--- config.mk ---
export PLATFORM = sky130hd
export DESIGN_NAME = memory_game_core
export DESIGN_NICKNAME = d
export VERILOG_FILES = /design/src/rtl/memory_game_core.sv
export SDC_FILE = /design/constraint.sdc
export NUM_CORES = 1
export LEC_CHECK = 0
export ABC_AREA = 1
export CAP_MARGIN = 30
export CORE_MARGIN = 2
export CORE_UTILIZATION = 47
export DETAILED_ROUTE_END_ITERATION = 8
export DONT_BUFFER_PORTS = 1
export HOLD_SLACK_MARGIN = 0.1
export SYNTH_ARGS = -nofsm -noshare
export SYNTH_HDL_FRONTEND = slang
export SYNTH_SLANG_ARGS = --single-unit
--- constraint.sdc ---
create_clock -name clk -period 3.7 [get_ports clk]
set_clock_uncertainty 0.05 [all_clocks]
set_input_delay 0.74 -clock clk [delete_from_list [all_inputs] [get_ports clk]]
set_output_delay 0.74 -clock clk [all_outputs]
set_load 0.02 [all_outputs]
--- src/rtl/memory_game_core.sv ---
// Sequence-memory game engine: flashes a growing LFSR-derived sequence on NUM_CH LEDs and checks the player's presses.
// Optional macro INPUT_TIMEOUT_EN adds an idle timeout in the input phase.
module memory_game_core #(
    parameter int          NUM_CH        = 4,
    parameter int          MAX_LEN       = 16,
    parameter int          TICK_DIV      = 1000,
    parameter logic [15:0] LFSR_SEED     = 16'hACE1,
    parameter int          TIMEOUT_TICKS = 20
) (
    input  logic              clk,
    input  logic              reset,
    input  logic              start,
    input  logic [NUM_CH-1:0] btn,
    output logic [NUM_CH-1:0] led,
    output logic [7:0]        level,
    output logic [7:0]        disp_code,
    output logic              game_over,
    output logic              game_won
);
    localparam int CW  = $clog2(NUM_CH);
    localparam int AW  = $clog2(MAX_LEN);
    localparam int TDW = $clog2(TICK_DIV);
    localparam logic [TDW-1:0] TD_MAX = TDW'(TICK_DIV - 1);

    if (NUM_CH < 2 || NUM_CH > 16 || (NUM_CH & (NUM_CH - 1)) != 0) begin : g_bad_ch
        $error("NUM_CH must be a power of two in 2..16");
    end
    if (MAX_LEN < 2 || MAX_LEN > 255) begin : g_bad_len
        $error("MAX_LEN must be in 2..255");
    end
    if (TICK_DIV < 2 || TIMEOUT_TICKS < 1 || LFSR_SEED == 16'h0) begin : g_bad_misc
        $error("TICK_DIV >= 2, TIMEOUT_TICKS >= 1, LFSR_SEED nonzero required");
    end

    typedef enum logic [2:0] {
        S_IDLE, S_SHOW_ON, S_SHOW_OFF, S_INPUT, S_GOOD, S_END, S_WIN
    } state_t;

    state_t            state, nstate;
    logic [7:0]        idx, n_idx, n_level;
    logic [15:0]       lfsr;
    logic [TDW-1:0]    cnt;
    logic              tick, enter, half, n_half;
    logic [NUM_CH-1:0] btn_q, rise, want_oh, show_oh, n_led;
    logic [7:0]        n_disp;
    logic [CW-1:0]     seq [MAX_LEN];
    logic [CW-1:0]     cur_ch, show_ch, wdata;
    logic [AW-1:0]     waddr;
    logic              seq_we;
`ifdef INPUT_TIMEOUT_EN
    localparam int TW = $clog2(TIMEOUT_TICKS + 1);
    logic [TW-1:0]     to_cnt, n_to;
`endif

    assign tick   = (cnt == '0);
    assign rise   = btn & ~btn_q;
    assign cur_ch = seq[idx[AW-1:0]];
    assign wdata  = lfsr[CW-1:0];

    for (genvar g = 0; g < NUM_CH; g++) begin : g_dec
        assign want_oh[g] = (cur_ch == CW'(g));
        assign show_oh[g] = (show_ch == CW'(g));
    end

    always_comb begin
        nstate  = state;
        n_level = level;
        n_idx   = idx;
        n_half  = half;
        seq_we  = 1'b0;
        waddr   = level[AW-1:0];
`ifdef INPUT_TIMEOUT_EN
        n_to    = to_cnt;
`endif
        unique case (state)
            S_IDLE, S_END, S_WIN: begin
                if (start) begin
                    nstate  = S_SHOW_ON;
                    n_level = 8'd1;
                    n_idx   = 8'd0;
                    seq_we  = 1'b1;
                    waddr   = '0;
                end
            end
            S_SHOW_ON: if (tick) nstate = S_SHOW_OFF;
            S_SHOW_OFF: begin
                if (tick) begin
                    if (idx == level - 8'd1) begin
                        nstate = S_INPUT;
                        n_idx  = 8'd0;
                    end else begin
                        nstate = S_SHOW_ON;
                        n_idx  = idx + 8'd1;
                    end
                end
            end
            S_INPUT: begin
                if (rise != '0) begin
                    // exact match implies a single rising bit on the right channel
                    if (rise == want_oh) begin
                        if (idx == level - 8'd1) nstate = S_GOOD;
                        else n_idx = idx + 8'd1;
`ifdef INPUT_TIMEOUT_EN
                        n_to = '0;
`endif
                    end else begin
                        nstate = S_END;
                    end
                end
`ifdef INPUT_TIMEOUT_EN
                else if (tick) begin
                    if (to_cnt == TW'(TIMEOUT_TICKS - 1)) nstate = S_END;
                    else n_to = to_cnt + 1'b1;
                end
`endif
            end
            S_GOOD: begin
                if (tick) begin
                    if (!half) begin
                        n_half = 1'b1;
                    end else if (level == 8'(MAX_LEN)) begin
                        nstate = S_WIN;
                    end else begin
                        nstate  = S_SHOW_ON;
                        n_level = level + 8'd1;
                        n_idx   = 8'd0;
                        seq_we  = 1'b1;
                    end
                end
            end
            default: nstate = S_IDLE;
        endcase

        enter = (nstate != state);
        if (enter) begin
            n_half = 1'b0;
`ifdef INPUT_TIMEOUT_EN
            n_to   = '0;
`endif
        end

        // bypass the entry being written this cycle so the first flash is correct
        show_ch = (seq_we && waddr == n_idx[AW-1:0]) ? wdata : seq[n_idx[AW-1:0]];
        n_led   = (nstate == S_SHOW_ON) ? show_oh : '0;
        unique case (nstate)
            S_SHOW_ON, S_SHOW_OFF, S_INPUT: n_disp = n_level;
            S_GOOD:  n_disp = 8'd255;
            S_WIN:   n_disp = 8'd254;
            S_END:   n_disp = 8'd253;
            default: n_disp = 8'd0;
        endcase
    end

    always_ff @(posedge clk) begin
        if (reset) begin
            state     <= S_IDLE;
            level     <= 8'd0;
            idx       <= 8'd0;
            half      <= 1'b0;
            lfsr      <= LFSR_SEED;
            cnt       <= TD_MAX;
            btn_q     <= '0;
            led       <= '0;
            disp_code <= 8'd0;
            game_over <= 1'b0;
            game_won  <= 1'b0;
`ifdef INPUT_TIMEOUT_EN
            to_cnt    <= '0;
`endif
        end else begin
            state     <= nstate;
            level     <= n_level;
            idx       <= n_idx;
            half      <= n_half;
            lfsr      <= {lfsr[14:0], lfsr[15] ^ lfsr[13] ^ lfsr[12] ^ lfsr[10]};
            cnt       <= (enter || tick) ? TD_MAX : cnt - 1'b1;
            btn_q     <= btn;
            led       <= n_led;
            disp_code <= n_disp;
            game_over <= (nstate == S_END);
            game_won  <= (nstate == S_WIN);
`ifdef INPUT_TIMEOUT_EN
            to_cnt    <= n_to;
`endif
        end
    end

    always_ff @(posedge clk) begin
        if (!reset && seq_we) seq[waddr] <= wdata;
    end
endmodule

* Word-level counts from Yosys, hierarchy flattened *
Memory sizes are Yosys's and may differ from the RTL's. A register that Yosys moved wholly into a read port is not among the register bits.
Cells that the tools add are included.

operators by class
  eq/ne operators = 31
  reductions and logical operators = 17
  add/sub/neg operators = 4
  multiplexer cells = 38
  bitwise logic cells = 6

operator list
  kind                                                                   number
  8-bit two-way mux                                                      13
  8-bit case mux with 4 select lines                                     2
  3-bit two-way mux                                                      9
  3-bit equality test, second input constant                             6
  8-bit by 1-bit adder with 8-bit output, second input constant          2
  2-bit != test, second input constant                                   8
  8-bit case mux with 2 select lines                                     1
  3-bit case mux with 5 select lines                                     1
  3-bit by 2-bit equality test with 1-bit output, second input constant  4
  4-bit two-way mux                                                      3
  10-bit zero test                                                       1
  10-bit by 1-bit subtractor with 10-bit output, second input constant   1
  9-bit AND reduction                                                    1
  2-bit equality test, second input constant                             4
  4-bit equality test                                                    2
  8-bit by 5-bit equality test with 1-bit output, second input constant  1
  8-bit equality test                                                    1
  4-bit nonzero test                                                     2
  8-bit by 1-bit subtractor with 8-bit output, second input constant     1
  3-bit by 1-bit equality test with 1-bit output, second input constant  2
  1-bit two-way mux                                                      6
  2-bit OR reduction                                                     3
  3-bit OR reduction                                                     2
  4-bit AND                                                              1
  other kinds (13)                                                       19

storage, ports and cells
  bits in registers = 64
  output and inout port bits = 22
  memory bits (writable) = 32
  memories kept = 1

memory list
  name  words  bits a word  rd ports  clocked after memory_dff  wr ports  line  source
  seq   16     2            2         1                         1         46    logic [CW-1:0] seq [MAX_LEN];

* Longest topological paths before layout *
Gate-level depths: netlist of run 1.

  word-level depth = 10
  mapped depth = 26

* Least setup slack after synthesis of run 1 *
No wires, ideal clock.

  path kind = reg2reg
  from = register level[0]
  to = register led[1]
  buffers on the path = 2
  arrival time = 2.934 ns
  cell stages (with the launch flop) = 23
  slack = 0.598 ns
  path through = dfxtp_1 > buf_2 > inv_2 > ha_1 > or2_1 > nand3_1 > nand4_1 > nor2_1 > nand2_2 > ha_1 > o21ai_0 > a21oi_1 > a211oi_4 > nand2_4 > nand2_4 > buf_8 > nand2_1 > nand3_1 > nand3_1 > nand3_1 > nand2_1 > o21ai_1 > nor2_1

between the ends
  word-level cells in the longest chain between the ends = 10

ends and longest elaborated chain
  item                                                                                                  line  source
  from (decl)                                                                                           15    output logic [7:0] level,
  from (signal assigned)                                                                                172   level <= n_level;
  parallel branches: the longest is 10 deep, another holds 8-bit by 1-bit subtractor with 8-bit output  n/a
  to (signal assigned)                                                                                  178   led <= n_led;
  to (decl)                                                                                             14    output logic [NUM_CH-1:0] led,

Several ways; the timed one is not identified. The select of a mux whose other input is x is not followed.
A chain may end at the register's enable or synchronous reset.

* Worst setup path after layout of run 1 *
  from = register level[3]
  to = register led[0]

between the ends
  word-level cells in the longest chain between the ends = 10

ends and longest elaborated chain
  item
  parallel branches: the longest is 10 deep, another holds 8-bit by 1-bit subtractor with 8-bit output

Several ways; the timed one is not identified. The select of a mux whose other input is x is not followed.

==> results.yml, run 1 <==
layout:
  final_nets: 747
  n_antenna_cell: 0
  drive_gt1_share_pct: 12.4
  syn_to_final_growth_pct: 7.10
  fill_cells: 1125
  instances_no_fill: 882
logic_synthesis:
  syn_inst: 735
  ys_ff_latch: 96
  postSynthAreaPerCell_sq_um: 7.39
  syn_area_sq_um: 5430
  yosys_warnings: 0
  synth_ff_type: "dfxtp_1"
  ys_types: 49
  synth_edf_count: 32
  synthArstFlopShare_pct: 0
  synth_nets: 748
  synth-seq-area-share_pct: 41.3
detailed_routing:
  num_vias: 4739
  drt-vias-per-instance: 5.37
  drtIter0Drc: 484
  ant_nets: 0
  wl_per_cell_microns: 15.5
  drt_wl_total_mm: 13.7
  drt_pass1_iterations: 7
  drc: 0
sta:
  maxSlewHeadroom_pct: 57.5
  period_minus_slack_ns: 3.35
  fin_crit_sh_pct: 90.6
  tns_ns: 0
  hold_slack_ns: 0.356
  fmax_mhz: 298
  worst_pin_slew_ns: 0.637
  setup_ws_ns: 0.348
  rsz0062_at_grt: "false"
  finalSetupViolations: 0
  hold_viol_final: 0
  slew_violations: 0
cts:
  root_buffer: "clkbuf_16"
  insertion_delay_ns: 0.36
  h-tree-depth: 3
  cts_resized: 0
  cts.sinks: 96
  path_clk_slew_ns: 0.07
  clockBufferDepth: 2
  hold_buffers: 0
  cts_buffers: 9
  cts_tree: "built"
  cts_setup_buffers: 0
critical_path:
  crit_fanout: 18
  cpMostUsedCell: "nand2_1"
  cp_slowest_stage_delay_ns: 0.66
  r2r.worst_path.cells: 21
  worstPathCellList: "inv_1 > nand3_1 > nand2_1 > nand2_1 > nand4_1 > nor2_1 > nand2_2 > ha_1 > o21ai_0 > a21oi_1 > a211oi_4 > nand2_4 > nand2_4 > nand2_1 > nand3_1 > a21oi_1 > nand2_2 > inv_2 > nand2_1 > nand3_1 > nor2_1"
  cp-end-kind: "flip-flop"
  critical_path_buf_inv_count: 2
  worst_path_max_delay_cell: "dfxtp_1"
  cp_top_family: "simple AND/OR/NAND/NOR gates"
  worstSetupPathType: "reg2reg"
  required_ns: 3.94
  arrival_ns: 3.59
  crit_cells: 21
  critPathLaunchType: "flip-flop"
place:
  dp_hpwl_mm: 10.2
  io_buffers: 0
  dpl_worst_slack_ns: 0.402
  place_inst: 866
  gp_congestion: 0.954
floorplanning:
  start_util_pct: 47.8
  ios: 29
  dieArea_sq_um: 12400
  rows: 39
  core_area_sq_um: 11400
  fp.dieW_microns: 111
  fp.dieH_microns: 111
grt:
  antenna_found_initial: 0
  grt_pass1_vias: 4384
  grt_max_degree: 40
  overflow: 0
  grt_usage_pct: 22.5
  grt_pass1_wl_mm: 22.1
min_path:
  holdPathStages: 2
  hp-class: "reg2reg"
power_and_ir_drop:
  max-vdd-ir-drop_mv: 0.283
  finalPower_w: 0.00243
  p_leak_nw: 2.55
  powerDensity_nw_per_um2: 418
status:
  status: "completed"
run:
  max_cap_violations: 0
==> synth_stat cells (all sizes together) (9+ instances only) <==
cell,n,area (sq um)
or2,9,56.3
nand2,174,708
inv,113,429
a21oi,15,75.1
xor2,13,114
nor2,95,402
buf,15,124
nand3,119,658
dfxtp,64,1280
edfxtp,32,961
o21ai,29,153
==> through the flow <==
step	area (sq um)	utilization, %
finish	5820	51.2
global route	5820	51.2
CTS	5820	51.2
detailed placement	5530	48.6
global placement	5530	48.6
floorplan	5430	-
==> cell type report <==
class                           instances  area [sq um]  area share [%]
Inverter                              114           433            7.44
Timing Repair Buffer                    8          60.1            1.03
Multi-Input combinational cell        505          2610            44.9
Clock buffer                           10           239            4.11
Clock inverter                          6          50.0           0.861
Tap cell                              143           179            3.08
Sequential cell                        96          2240            38.6
==> path summary, 6_finish.rpt <==
| path | from | to | slack [ns] |
|---|---|---|---|
| max | level[3] | led[0] | 0.35 |
| min | lfsr[8] | lfsr[9] | 0.36 |
| max reg2reg | level[3] | led[0] | 0.35 |
| min reg2reg | lfsr[8] | lfsr[9] | 0.36 |
==> metal layers <==
metal  vias to the layer above  global-route usage [%]  routed length, microns
li1                       2364                       -                       -
met1                      2181                    32.7                    6500
met3                        29                    4.57                     964
met2                       165                    32.8                    5950
met4                         0                    9.38                     270
met5                         -                       0                       0
==> worst register-to-register path, delay by kind of cell, from the launching register on <==
family,cells,cell delay (ns)
and+or+nand+nor,14,1.57
DFF,1,0.66
AOI/OAI and AO/OA,4,0.53
buffers and inverters,2,0.28
adders and majority gates,1,0.20
==> sequential cells by signal, indices dropped and copies added (netlist names), 4 cells and up <==
signal     cells
seq           32
btn_q          4
disp_code      8
level          8
idx            8
cnt           10
led            4
lfsr          16
==> placed cells by master (no fill, tap or decap), drive strengths merged, types with 7 or more instances in the layout <==
cell type / n
o21ai: 29
xnor2: 7
a21oi: 15
xor2: 13
inv: 116
edfxtp: 32
nand2: 174
nand3: 119
or2: 9
nor3: 7
nor2: 95
clkbuf: 10
buf: 8
dfxtp: 64
==> cell families after synthesis <==
logic type / after synthesis / share of synthesized area (%)
flops: 96 / 41.3
simple gates: 417 / 36.3
buf+inv: 134 / 10.6
compound gates: 62 / 7.03
fa+ha+maj: 6 / 1.52
xor+xnor: 20 / 3.23
==> power by group <==
| part | switching (W) | leakage [nW] | internal, W |
|---|---|---|---|
| combinational | 0.000249 | 1.60 | 0.000115 |
| sequential | 0.0000404 | 0.809 | 0.00113 |
| clock | 0.000418 | 0.144 | 0.000482 |
Power figures use the tool's default switching activity.
==> inputs of run 2 (changes only) <==
Settings changed: CTS_BUF_LIST from default to sky130_fd_sc_hd__clkbuf_16, CTS_CLUSTER_DIAMETER from default to 40.
==> run 2 against run 1 <==
Clock power fell by 2%. Highest routed layer unchanged. Global-route usage did not move. Maximum frequency barely moved. Hold slack got worse by 0.0011 ns.
==> results.yml, run 2 (synthesis results as in run 1) <==
detailed_routing:
  drt_pass1_iterations: 5
  drt-vias-per-instance: 5.38
  drtIter0Drc: 485
  num_vias: 4742
  drc: 0
  ant_nets: 0
  drt_wl_total_mm: 13.6
  wl_per_cell_microns: 15.5
sta:
  worst_pin_slew_ns: 0.642
  hold_viol_final: 0
  fin_crit_sh_pct: 90.5
  slew_violations: 0
  finalSetupViolations: 0
  period_minus_slack_ns: 3.35
  hold_slack_ns: 0.355
  fmax_mhz: 299
  tns_ns: 0
  setup_ws_ns: 0.351
  maxSlewHeadroom_pct: 57.1
  rsz0062_at_grt: "false"
floorplanning:
  start_util_pct: 47.8
  ios: 29
  fp.dieH_microns: 111
  rows: 39
  core_area_sq_um: 11400
  dieArea_sq_um: 12400
  fp.dieW_microns: 111
run:
  max_cap_violations: 0
critical_path:
  r2r_start: "level[3]"
  r2r-end: "led[0]"
  cp_slowest_stage_delay_ns: 0.66
  r2r.worst_path.cells: 21
  crit_path_start: "level[3]"
  required_ns: 3.94
  arrival_ns: 3.59
  critPathLaunchType: "flip-flop"
  worstSetupPathType: "reg2reg"
  crit_fanout: 18
  worstPathCellList: "inv_1 > nand3_1 > nand2_1 > nand2_1 > nand4_1 > nor2_1 > nand2_2 > ha_1 > o21ai_0 > a21oi_1 > a211oi_4 > nand2_4 > nand2_4 > nand2_1 > nand3_1 > a21oi_1 > nand2_2 > inv_2 > nand2_1 > nand3_1 > nor2_1"
  cpMostUsedCell: "nand2_1"
  worst_path_max_delay_cell: "dfxtp_1"
  rrSetupSlack_ns: 0.35
  cp-end-kind: "flip-flop"
min_path:
  min-delay-start: "lfsr[8]"
  holdPathStages: 2
  hp-class: "reg2reg"
  worstHoldEndpoint: "lfsr[9]"
place:
  place_area_sq_um: 5530
  dp_hpwl_mm: 10.2
  io_buffers: 0
  gp_congestion: 0.954
  dpl_worst_slack_ns: 0.402
power_and_ir_drop:
  p_leak_nw: 2.55
  finalPower_w: 0.00241
  power.switching_w: 0.000707
  netSwitchingFraction_pct: 29.3
  combPwrFrac_pct: 15.1
  max-vdd-ir-drop_mv: 0.284
  power_frac_clock_pct: 36.5
  powerDensity_nw_per_um2: 415
  seqPwrFrac_pct: 48.4
  internal_power_w: 0.00170
cts:
  hold_buffers: 0
  insertion_delay_ns: 0.36
  h-tree-depth: 3
  cts_tree: "built"
  cts_buffers: 9
  cts_resized: 0
  cts.sinks: 96
  cts_setup_buffers: 0
  clockBufferDepth: 2
  root_buffer: "clkbuf_16"
  path_clk_slew_ns: 0.07
layout:
  n_antenna_cell: 0
  reg_top3: "seq x32, lfsr x16, cnt x10"
  regMostFlops: "seq"
  stdcell_area_sq_um: 5810
  syn_to_final_growth_pct: 6.91
  largest_reg_flops: 32
  drive_gt1_share_pct: 12.4
  layout_commonest_cell: "nand2_1"
  final_nets: 747
  mostFrequentLayoutCells: "nand2_1, nand3_1, inv_1"
grt:
  grt_pass1_wl_mm: 22.1
  overflow: 0
  antenna_found_initial: 0
  grt_max_degree: 40
  grt_pass1_vias: 4385
  grt_usage_pct: 22.5
status:
  status: "completed"
[run 2: changes by cell type in the layout (fill, tap and decap cells not counted)]
cell and delta:
clkbuf_8 -1, inv_2 +1
[run 2: worst max path at each step]
stage,endpoint,cells past startpoint,slack [ns]
global placement,led[1],20,0.46
floorplan,led[1],22,0.60
detailed placement,led[1],21,0.40
global route,led[1],21,0.05
finish,led[0],21,0.35
CTS,led[0],21,0.39
[run 2: power by group through the flow]
| stage | Clock (W) | Sequential, W | Combinational [W] |
|---|---|---|---|
| 2_1_floorplan | 0 | 0.00118 | 0.000301 |
| 3_3_place_gp | 0 | 0.00119 | 0.000352 |
| 3_5_place_dp | 0 | 0.00119 | 0.000360 |
| 4_1_cts | 0.000905 | 0.00117 | 0.000362 |
| 5_1_grt | 0.000947 | 0.00117 | 0.000408 |
| 6_report | 0.000880 | 0.00117 | 0.000364 |
[run 2: area by class of cell]
cell class                 instances  area (sq um)
tap                              143           179
clock inverter                     7          53.8
fill                            1127          5560
multi-input combinational        505          2610
inverter                         114           433
clock buffer                       9           225
timing repair buffer               8          60.1
sequential                        96          2240
[run 2: critical path: cells and delay by family, from the launching register on]
kind | cells | cell delay [ns]
fa+ha+maj | 1 | 0.20
compound gates | 4 | 0.53
flops | 1 | 0.66
simple gates | 14 | 1.55
buf+inv | 2 | 0.28
[run 2: per-layer routing]
metal | routed length, microns | GRT usage [%] | part of all wire [%] | vias to the layer above
met5 | 0 | 0 | 0 | -
met1 | 6510 | 32.7 | 48 | 2172
met2 | 5910 | 32.8 | 43 | 182
li1 | - | - | - | 2366
met4 | 273 | 9.38 | 2.0 | 0
met3 | 957 | 4.57 | 7.0 | 22
[run 2: stage by stage]
step                util (%)  instances
floorplan                  -        735
global placement        48.6        866
detailed placement      48.6        866
CTS                     51.1        882
global route            51.1        882
finish                  51.1        882
==> inputs of run 3 (changes only) <==
--- a/config.mk
+++ b/config.mk
@@ -8,5 +8,5 @@
 export ABC_AREA = 1
 export CAP_MARGIN = 30
-export CORE_MARGIN = 2
+export CORE_MARGIN = 1.5
 export CORE_UTILIZATION = 47
 export CTS_BUF_LIST = sky130_fd_sc_hd__clkbuf_16
==> constraint.sdc (replaced) <==
create_clock -name clk -period 3.7 [get_ports clk]
set_clock_uncertainty 0.05 [all_clocks]
set_input_delay 0 -clock clk [delete_from_list [all_inputs] [get_ports clk]]
set_output_delay 0 -clock clk [all_outputs]
set_load 0.02 [all_outputs]
==> run 3 against run 2 <==
Worst setup slack improved by 0.11 ns. Power up 3.4%. Hold slack worse by 0.15 ns. Cell count rose by 1.5%. Clock power rose by 5.9%. Design area grew 2.9%. Critical path depth increased by 1. Non-clock buffer count grew 13. Wire length rose by 0.74%. Combinational power up 8.5%. Sequential power about the same.
==> results.yml, run 3 (synthesis results as in run 1) <==
cts:
  cts.sinks: 96
  cts_tree: "built"
  cts_buffers: 9
  clockBufferDepth: 2
  path_clk_slew_ns: 0.07
  root_buffer: "clkbuf_16"
  h-tree-depth: 3
  insertion_delay_ns: 0.35
run:
  max_cap_violations: 0
sta:
  worst_pin_slew_ns: 0.605
  fin_crit_sh_pct: 87.6
  tns_ns: 0
  maxSlewHeadroom_pct: 59.6
  slew_violations: 0
  hold_viol_final: 0
  finalSetupViolations: 0
  period_minus_slack_ns: 3.24
  fmax_mhz: 309
  rsz0062_at_grt: "false"
  setup_ws_ns: 0.461
grt:
  overflow: 0
  antenna_found_initial: 0
  grt_usage_pct: 23.6
  grt_pass1_vias: 4483
  grt_max_degree: 40
  grt_pass1_wl_mm: 22.9
detailed_routing:
  wl_per_cell_microns: 15.4
  drt_wl_total_mm: 13.8
  drt_pass1_iterations: 6
  ant_nets: 0
  num_vias: 4736
  drc: 0
  drtIter0Drc: 448
  drt-vias-per-instance: 5.29
layout:
  mostFrequentLayoutCells: "nand2_1, nand3_1, inv_1"
  layout_commonest_cell: "nand2_1"
  n_antenna_cell: 0
  largest_reg_flops: 32
  stdcell_area_sq_um: 5980
  reg_top3: "seq x32, lfsr x16, cnt x10"
  drive_gt1_share_pct: 13.0
  regMostFlops: "seq"
  instances_no_fill: 895
  syn_to_final_growth_pct: 10.0
  final_nets: 760
place:
  dpl_worst_slack_ns: 0.469
  dp_hpwl_mm: 10.2
  gp_congestion: 0.946
  place_area_sq_um: 5550
  io_buffers: 0
  place_inst: 868
power_and_ir_drop:
  powerDensity_nw_per_um2: 417
  max-vdd-ir-drop_mv: 0.264
  p_leak_nw: 2.62
critical_path:
  worstSetupPathType: "reg2reg"
  crit_fanout: 8
  required_ns: 3.93
  critPathLaunchType: "flip-flop"
  arrival_ns: 3.47
  cp-end-kind: "flip-flop"
floorplanning:
  ios: 29
  rows: 39
  dieArea_sq_um: 12200
  fp.dieW_microns: 110
  core_area_sq_um: 11300
  fp.dieH_microns: 110
  start_util_pct: 48.0
status:
  status: "completed"
min_path:
  hp-class: "in2reg"
-- run 3: changes by cell type in the layout (fill, tap and decap cells not counted), sizes merged --
| cell | before | now |
|---|---|---|
| clkinvlp | 0 | 2 |
| inv | 117 | 114 |
| buf | 8 | 14 |
| bufinv | 0 | 1 |
| dlygate4sd3 | 0 | 7 |
-- run 3: path summary, 6_finish.rpt --
| path | start | end | slack (ns) | depth (start not counted) |
|---|---|---|---|---|
| max reg2reg | level[2] | led[3] | 0.46 | 22 |
| max | level[2] | led[3] | 0.46 | 22 |
| min reg2reg | lfsr[2] | lfsr[3] | 0.35 | 2 |
| min | start | disp_code[1] | 0.21 | 5 |
-- run 3: layout make-up --
| cell class | count | area, sq um |
|---|---|---|
| repair buffers | 21 | 200 |
| clock inverters | 7 | 71.3 |
| flip-flops and latches | 96 | 2240 |
| multi-input cells | 505 | 2630 |
| clock buffers | 9 | 225 |
| inverters | 114 | 433 |
| well taps | 143 | 179 |
| fillers | 1117 | 5350 |
-- run 3: per-stage QoR --
step	util, %	hold WS, ns	power [W]
floorplan	-	0.0749	0.00148
global placement	49.1	0.0312	0.00155
global route	52.8	0.260	0.00261
detailed placement	49.1	0.0319	0.00155
finish	52.8	0.210	0.00249
CTS	52.5	0.201	0.00250
-- run 3: what timing repair did --
item / in CTS / in global routing
hold buffers: 8 / 0
gates resized for setup: 0 / 2
endpoints found under the setup margin: 0 / 3
endpoints found under the hold margin: 65 / 0
buffers inserted: 0 / 3
-- run 3: report_power, final --
| part | leakage [nW] | internal [W] | switching, W | total, W |
|---|---|---|---|---|
| registers | 0.809 | 0.00113 | 0.0000397 | 0.00117 |
| clock network | 0.139 | 0.000524 | 0.000408 | 0.000932 |
| logic | 1.67 | 0.000130 | 0.000265 | 0.000395 |
-- run 3: routing by layer --
metal	routed length, microns	up-vias	global-route usage (%)	share of wire, %
li1	-	2383	-	-
met2	5930	163	34.7	43
met1	6530	2160	33.5	47
met5	0	-	0	0
met4	344	0	10.9	2.5
met3	946	30	4.61	6.9
-- run 3: critical path, stage by stage, from the launching register on --
cell and delay (ns):
dfxtp_1 0.60, inv_4 0.11, nand2_1 0.13, nor2_1 0.07
nand2_1 0.09, nand2_1 0.06, nand2_1 0.06, nand3_1 0.09
nor2_2 0.10, nand2_2 0.13, ha_1 0.20, o21ai_0 0.22
a21oi_2 0.07, a211oi_4 0.20, nand2_4 0.13, buf_4 0.19
nand3_1 0.06, nand3_1 0.10, nand3_1 0.11, nand3_2 0.08
nand3_1 0.10, nand3_1 0.09, nor2_1 0.13
